===== config.mk =====
export PLATFORM = sky130hd
export DESIGN_NAME = ps2_host_cmd_ctrl
export DESIGN_NICKNAME = d
export VERILOG_FILES = /design/src/rtl/ps2_host_cmd_ctrl.sv
export SDC_FILE = /design/constraint.sdc
export NUM_CORES = 1
export LEC_CHECK = 0
export CORE_ASPECT_RATIO = 0.5
export CORE_UTILIZATION = 58
export CTS_CLUSTER_SIZE = 30
export DETAILED_ROUTE_END_ITERATION = 8
export HOLD_SLACK_MARGIN = 0.05
export PLACE_DENSITY = 0.92
export RECOVER_POWER = 50
export SYNTH_ARGS = -nofsm -noshare
export SYNTH_HDL_FRONTEND = slang
export SYNTH_SLANG_ARGS = --single-unit

===== constraint.sdc =====
create_clock -name clock -period 3.15 [get_ports clock]
set_clock_uncertainty 0.05 [all_clocks]
set_input_delay 0.315 -clock clock [delete_from_list [all_inputs] [get_ports clock]]
set_output_delay 0.315 -clock clock [all_outputs]
set_load 0.02 [all_outputs]

===== src/rtl/ps2_host_cmd_ctrl.sv =====
`timescale 1ns/1ps
// PS/2 host-to-device command sequencer: inhibit, request-to-send, frame shift,
// ACK capture and timeout, driving open-drain line enables and returning a status.
module ps2_host_cmd_ctrl #(
    parameter int unsigned INHIBIT_CYCLES = 5000,
    parameter int unsigned TIMEOUT_CYCLES = 1000000
) (
    input  logic       clock,
    input  logic       resetn,
    input  logic       cmd_valid,
    output logic       cmd_ready,
    input  logic [7:0] cmd_data,
    output logic       rsp_valid,
    input  logic       rsp_ready,
    output logic [1:0] rsp_status,
    input  logic       ps2_clk_i,
    input  logic       ps2_dat_i,
    output logic       ps2_clk_oe,
    output logic       ps2_dat_oe,
    output logic       rx_inhibit,
    output logic       busy
);

    localparam int unsigned CNT_MAX = (INHIBIT_CYCLES > TIMEOUT_CYCLES) ? INHIBIT_CYCLES : TIMEOUT_CYCLES;
    localparam int CNT_W = $clog2(CNT_MAX + 1);
    localparam logic [CNT_W-1:0] INH_LAST = CNT_W'(INHIBIT_CYCLES - 1);
    localparam logic [CNT_W-1:0] TMO_LAST = CNT_W'(TIMEOUT_CYCLES - 1);

    localparam logic [2:0] ST_IDLE      = 3'd0;
    localparam logic [2:0] ST_INHIBIT   = 3'd1;
    localparam logic [2:0] ST_RTS       = 3'd2;
    localparam logic [2:0] ST_SEND      = 3'd3;
    localparam logic [2:0] ST_ACK       = 3'd4;
    localparam logic [2:0] ST_WAIT_IDLE = 3'd5;
    localparam logic [2:0] ST_RESP      = 3'd6;

    localparam logic [1:0] STS_TIMEOUT = 2'd2;

    function automatic logic odd_parity(input logic [7:0] data);
        return ~(^data);
    endfunction

    logic [2:0]       state_r, state_s;
    logic [CNT_W-1:0] cnt_r, cnt_s;
    logic [3:0]       bitcnt_r, bitcnt_s;
    logic [9:0]       shift_r, shift_s;
    logic [1:0]       status_s;
    logic             clk_oe_s, dat_oe_s;
    logic [2:0]       clk_sync_r;
    logic [1:0]       dat_sync_r;
    logic             fall_s, timeout_s;
    logic             cmd_ready_r, rsp_valid_r, busy_r, clk_oe_r, dat_oe_r;
    logic [1:0]       rsp_status_r;

    assign fall_s    = clk_sync_r[2] & ~clk_sync_r[1];
    assign timeout_s = (cnt_r == TMO_LAST);

    // Pin synchronizers; idle-high reset value avoids a phantom fall after reset.
    always_ff @(posedge clock) begin
        if (!resetn) begin
            clk_sync_r <= 3'b111;
            dat_sync_r <= 2'b11;
        end else begin
            clk_sync_r <= {clk_sync_r[1:0], ps2_clk_i};
            dat_sync_r <= {dat_sync_r[0], ps2_dat_i};
        end
    end

    // Next-state and next-output logic of the transmit sequencer.
    always_comb begin
        state_s  = state_r;
        cnt_s    = cnt_r;
        bitcnt_s = bitcnt_r;
        shift_s  = shift_r;
        status_s = rsp_status_r;
        clk_oe_s = clk_oe_r;
        dat_oe_s = dat_oe_r;
        case (state_r)
            ST_IDLE: begin
                if (cmd_valid && cmd_ready_r) begin
                    state_s  = ST_INHIBIT;
                    shift_s  = {1'b1, odd_parity(cmd_data), cmd_data};
                    bitcnt_s = 4'd0;
                    cnt_s    = '0;
                    clk_oe_s = 1'b1;
                    dat_oe_s = 1'b0;
                end else begin
                    clk_oe_s = 1'b0;
                    dat_oe_s = 1'b0;
                end
            end
            ST_INHIBIT: begin
                clk_oe_s = 1'b1;
                if (cnt_r == INH_LAST) begin
                    state_s  = ST_RTS;
                    cnt_s    = '0;
                    dat_oe_s = 1'b1;
                end else begin
                    cnt_s    = cnt_r + 1'b1;
                    dat_oe_s = 1'b0;
                end
            end
            ST_RTS: begin
                // Release clock, keep data low as the start bit.
                state_s  = ST_SEND;
                cnt_s    = '0;
                clk_oe_s = 1'b0;
                dat_oe_s = 1'b1;
            end
            ST_SEND: begin
                if (timeout_s) begin
                    state_s  = ST_RESP;
                    status_s = STS_TIMEOUT;
                    clk_oe_s = 1'b0;
                    dat_oe_s = 1'b0;
                end else if (fall_s) begin
                    cnt_s    = cnt_r + 1'b1;
                    dat_oe_s = ~shift_r[0];
                    shift_s  = {1'b0, shift_r[9:1]};
                    bitcnt_s = bitcnt_r + 4'd1;
                    state_s  = (bitcnt_r == 4'd9) ? ST_ACK : ST_SEND;
                end else begin
                    cnt_s = cnt_r + 1'b1;
                end
            end
            ST_ACK: begin
                clk_oe_s = 1'b0;
                dat_oe_s = 1'b0;
                if (timeout_s) begin
                    state_s  = ST_RESP;
                    status_s = STS_TIMEOUT;
                end else if (fall_s) begin
                    cnt_s    = cnt_r + 1'b1;
                    status_s = {1'b0, dat_sync_r[1]};
                    state_s  = ST_WAIT_IDLE;
                end else begin
                    cnt_s = cnt_r + 1'b1;
                end
            end
            ST_WAIT_IDLE: begin
                clk_oe_s = 1'b0;
                dat_oe_s = 1'b0;
                if (timeout_s) begin
                    state_s  = ST_RESP;
                    status_s = STS_TIMEOUT;
                end else if (clk_sync_r[1] && dat_sync_r[1]) begin
                    state_s = ST_RESP;
                end else begin
                    cnt_s = cnt_r + 1'b1;
                end
            end
            ST_RESP: begin
                clk_oe_s = 1'b0;
                dat_oe_s = 1'b0;
                if (rsp_ready) begin
                    state_s = ST_IDLE;
                end else begin
                    state_s = ST_RESP;
                end
            end
            default: begin
                state_s  = ST_IDLE;
                clk_oe_s = 1'b0;
                dat_oe_s = 1'b0;
            end
        endcase
    end

    // State, datapath and registered outputs.
    always_ff @(posedge clock) begin
        if (!resetn) begin
            state_r      <= ST_IDLE;
            cnt_r        <= '0;
            bitcnt_r     <= 4'd0;
            shift_r      <= 10'd0;
            rsp_status_r <= 2'd0;
            clk_oe_r     <= 1'b0;
            dat_oe_r     <= 1'b0;
            cmd_ready_r  <= 1'b1;
            rsp_valid_r  <= 1'b0;
            busy_r       <= 1'b0;
        end else begin
            state_r      <= state_s;
            cnt_r        <= cnt_s;
            bitcnt_r     <= bitcnt_s;
            shift_r      <= shift_s;
            rsp_status_r <= status_s;
            clk_oe_r     <= clk_oe_s;
            dat_oe_r     <= dat_oe_s;
            cmd_ready_r  <= (state_s == ST_IDLE);
            rsp_valid_r  <= (state_s == ST_RESP);
            busy_r       <= (state_s != ST_IDLE);
        end
    end

    assign cmd_ready  = cmd_ready_r;
    assign rsp_valid  = rsp_valid_r;
    assign rsp_status = rsp_status_r;
    assign ps2_clk_oe = clk_oe_r;
    assign ps2_dat_oe = dat_oe_r;
    assign busy       = busy_r;
    assign rx_inhibit = busy_r;

endmodule


### After elaboration in Yosys (flattened, before gate mapping)

Index checks and enable logic that the tools add are counted.

* register bits: 49
* bits of input ports: 14
* output and inout bits: 8
* word-level logic and storage cells: 88

* $add $sub $neg: 2
* eq/ne operators: 20
* mux-type cells: 36
* bitwise gates (word level): 4
* reductions and logical operators: 14

Operators with widths (number)
* two-way mux 20 bit: 5
* case mux 20 bit (5 select lines): 1
* two-way mux 10 bit: 3
* two-way mux 3 bit: 10
* case mux 3 bit (7 select lines): 1
* adder 20 x 1 -> 20 bit (second input constant): 1
* equality test 20 x 13 -> 1 bit (second input constant): 1
* equality test 20 bit (second input constant): 1
* case mux 10 bit (2 select lines): 1
* inequality test 2 bit (second input constant): 7
* equality test 3 bit (second input constant): 4
* two-way mux 4 bit: 3
* case mux 4 bit (2 select lines): 1
* parity 8 bit: 1
* equality test 3 x 2 -> 1 bit (second input constant): 2
* zero test 3 bit: 2
* two-way mux 2 bit: 3
* inequality test 3 bit (second input constant): 2
* case mux 1 bit (3 select lines): 2
* two-way mux 1 bit: 5
* AND reduction 5 bit: 1
* nonzero test 5 bit: 1
* adder 4 x 1 -> 4 bit (second input constant): 1
* equality test 4 bit (second input constant): 1
* other kinds (11): 16

### Depth between registers and ports, before layout

* depth in word-level cells: 6
* mapped depth: 8
* gate-level depth less buffers: 7

### Worst setup path after synthesis

OpenSTA, ideal clock, no wires.

* path type: register -> register
* start: register cnt_r[0]
* end: register cnt_r[10]
* setup time: 0.118 ns
* data arrival time: 2.159 ns
* slack: 0.822 ns
* stages on the path, launching flop included: 9
* buffers on the path: 2
* cell sequence: dfxtp_1 > ha_1 > or4b_1 > or4_1 > o31ai_2 > a31o_1 > buf_6 > buf_12 > nor2_4

* word-level cells in the longest chain between the ends: 4
* elaborated cells between the ends (all ways): 11
* classes of those cells: add/sub (1); eq/ne (4); mux (5); reduce/logical (1)

Ends and longest elaborated chain
* from (decl): RTL line 44 `logic [CNT_W-1:0] cnt_r, cnt_s;`
* from (signal assigned): RTL line 184 `cnt_r <= cnt_s;`
* adder 20 x 1 -> 20 bit
* two-way mux 20 bit: RTL line 146 `end else if (clk_sync_r[1] && dat_sync_r[1]) begin`
* two-way mux 20 bit: RTL line 143 `if (timeout_s) begin`
* case mux 20 bit (5 select lines): RTL line 78 `case (state_r)`

Several ways; a longest one is shown, not always the timed one. The select of a mux whose other input is x is not followed.
A chain may end at the register's enable or synchronous reset.

### Final worst setup path

* start: register cnt_r[0]
* end: register cnt_r[5]

The elaborated chain is that of the path after synthesis.

==> qor.csv <==
metric;value;unit
status;finished, final reports clean;
routed_via_density;6.36;
worstHoldPathCells;1;
yosysWarnings;0;
drc;0;
power_density;434;nW/µm²
p_sw_share;26.3;%
synthesis.nets;324;
vias;2396;
antenna_found_initial;0;
fillCellCount;330;
ant_nets;0;
hp-class;register to register;
first_iter_violations;114;
power;1.31;mW
pwr-share-comb;15.7;%
clockRootBuffer;clkbuf_8;
htreeDepth;2;
hold_start;dat_sync_r[0]$_SDFF_PN1_;
grt_usage;25.4;%
cts_tree;built;
dp_hpwl;4210;µm
num-nets-final;337;
synth_most_common_cell;dfxtp_1;
row_count;17;
clkSinkCount;49;
slew_headroom;35.5;%
p_clk_share;33.2;%
async_reset_ff_share;0;%
worstHoldEndpoint;dat_sync_r[1]$_SDFF_PN1_;
intPower;968;µW
worst_setup_path_end_kind;register;
cts_buffers;5;
ys_ff_latch;49;
setup_violations;0;
netlist_instances;307;
setup.worst_path.class;register to register;
r2r-end;cnt_r[5]$_SDFFE_PN0P_;
die_area;4980;µm²
grt_pass1_wl;10100;µm
clk_latency;0.30;ns
period_minus_slack;2.84;ns
wl;6010;µm
cts_hold_buf;0;
finalHoldViolations;0;
max_cap_viol_count;0;
grt_pass1_vias;2242;
io_buffer_count;21;
layout-drive-gt1-share;7.81;%
cp_data_arrival_time;2.98;ns
report.final.slew_viol_count;0;
grt_overflow;0;
routedWlPerCell;15.9;µm
synth.distinct_cells;61;
ios;22;
routabilityCongestion;0.844;
regToRegSetupSlack;0.31;ns
synthTopCellsByArea;dfxtp_1, mux2i_1, nor2_4;
reg2reg_depth;7;
reg2reg_from;cnt_r[0]$_SDFFE_PN0P_;
setup_tns;0;ns
yosysSeqAreaShare;36.1;%
fin_crit_sh;90.3;%
cts.clk_slew.worst_paths;0.08;ns
antenna_cells;0;
p_switching;346;µW
yosysTopAreaCell;dfxtp_1;
fmax;352;MHz
critPathMaxFanout;14;
core;4450;µm²
grt_max_degree;23;
synth_top_area_share;36.1;%
start_util;61.2;%
cts_resized;0;
crit_path_start_kind;register;
cp_data_required_time;3.29;ns
ys.flop_type;dfxtp_1;
firstDrtPassIters;4;
synthTopCellsByCount;dfxtp_1, nand2_1, a21oi_1, clkbuf_1, nand3_1;
syn_avg_cell_area;8.86;µm²
die_y;50.4;µm
die_x;98.9;µm
synth-edff-count;0;
cts.path.max_buffers;2;
post_cts_buffers;0;
area_growth;11.3;%
tightestPinTransition;0.967;ns
leakage;1.14;nW
p_seq_share;51.1;%
syn_area;2720;µm²
peakVddDrop;0.000231;V
rsz0062_at_grt;false;
-- power groups by stage --
stage          registers, mW  clock network [mW]  logic (mW)
4_1_cts                0.671               0.440       0.211
3_3_place_gp           0.683                   0       0.205
5_1_grt                0.675               0.470       0.225
2_1_floorplan          0.683                   0       0.154
6_report               0.671               0.437       0.206
3_5_place_dp           0.686                   0       0.209
-- stage by stage --
step | setup slack, ns | hold slack [ns] | utilization, % | instances | cell area (µm²)
finish | 0.307 | 0.367 | 68.1 | 377 | 3030
detailed placement | 0.397 | 0.352 | 66.1 | 370 | 2940
floorplan | 0.822 | 0.336 | - | 307 | 2720
CTS | 0.382 | 0.369 | 68.5 | 377 | 3040
global placement | 0.522 | 0.341 | 66.1 | 370 | 2940
global route | 0.146 | 0.392 | 68.1 | 377 | 3030
-- cell usage in the layout, fill, tap and decap left out, types with 4 or more instances in the layout --
cell type        count
o211a_1              8
nor3_1               6
dfxtp_1             49
clkdlybuf4s50_1     12
nand3_1             14
o31ai_1              6
nor2b_1              4
nand2_1             18
o21ai_0             12
xnor2_1              7
buf_4                4
or3_1               11
nand4_1              9
nand2b_1             9
a21oi_1             15
nor2_1              11
nor2_4               8
or4_1                6
dlygate4sd3_1        9
and2_1               6
clkbuf_8             5
o211ai_1            10
mux2i_1             11
xor2_1               8
inv_1                4
-- critical path, cell delays in order (launching register included) --
cell	delay [ns]
dfxtp_1	0.37
ha_1	0.23
or4b_1	0.48
or4_1	0.48
o31ai_1	0.31
a31o_1	0.36
buf_4	0.35
a21oi_1	0.08
-- per-layer routing --
metal,part of all wire [%],track usage [%],vias up
met5,0,0,-
met4,0.90,7.71,0
met3,4.4,4.32,5
met2,47,43.8,73
met1,47,33.0,1140
li1,-,-,1178
-- cell type report --
type | count | area, µm² | share of cell area (%)
Clock inverter | 2 | 35.0 | 1.16
Tap cell | 57 | 71.3 | 2.36
Inverter | 4 | 15.0 | 0.496
Sequential cell | 49 | 981 | 32.4
Timing Repair Buffer | 28 | 251 | 8.31
Clock buffer | 5 | 68.8 | 2.27
Multi-Input combinational cell | 232 | 1610 | 53.0
-- sequential cells by signal (all words and copies together) (netlist names) --
register / cells
rsp_valid: 1
cmd_ready: 1
shift_r: 10
ps2_dat_oe: 1
clk_sync_r: 3
busy: 1
cnt_r: 20
rsp_status: 2
state_r: 3
ps2_clk_oe: 1
bitcnt_r: 4
dat_sync_r: 2
-- cell families after synthesis --
family,synth area share (%)
xor+xnor,4.83
buf+inv,4.74
flops,36.1
compound gates,19.6
mux,4.05
simple gates,29.3
fa+ha+maj,1.38
-- how the worst max path moves through the flow --
| stage | from | endpoint | slack (ns) | cells past startpoint |
|---|---|---|---|---|
| global route | cnt_r[0]$_SDFFE_PN0P_ | cnt_r[3]$_SDFFE_PN0P_ | 0.15 | 7 |
| floorplan | cnt_r[0]$_SDFFE_PN0P_ | cnt_r[10]$_SDFFE_PN0P_ | 0.82 | 8 |
| finish | cnt_r[0]$_SDFFE_PN0P_ | cnt_r[5]$_SDFFE_PN0P_ | 0.31 | 7 |
| detailed placement | cnt_r[0]$_SDFFE_PN0P_ | cnt_r[9]$_SDFFE_PN0P_ | 0.40 | 7 |
| global placement | cnt_r[0]$_SDFFE_PN0P_ | cnt_r[6]$_SDFFE_PN0P_ | 0.52 | 7 |
| CTS | cnt_r[0]$_SDFFE_PN0P_ | cnt_r[9]$_SDFFE_PN0P_ | 0.38 | 7 |
(Power assumes the default switching activity.)
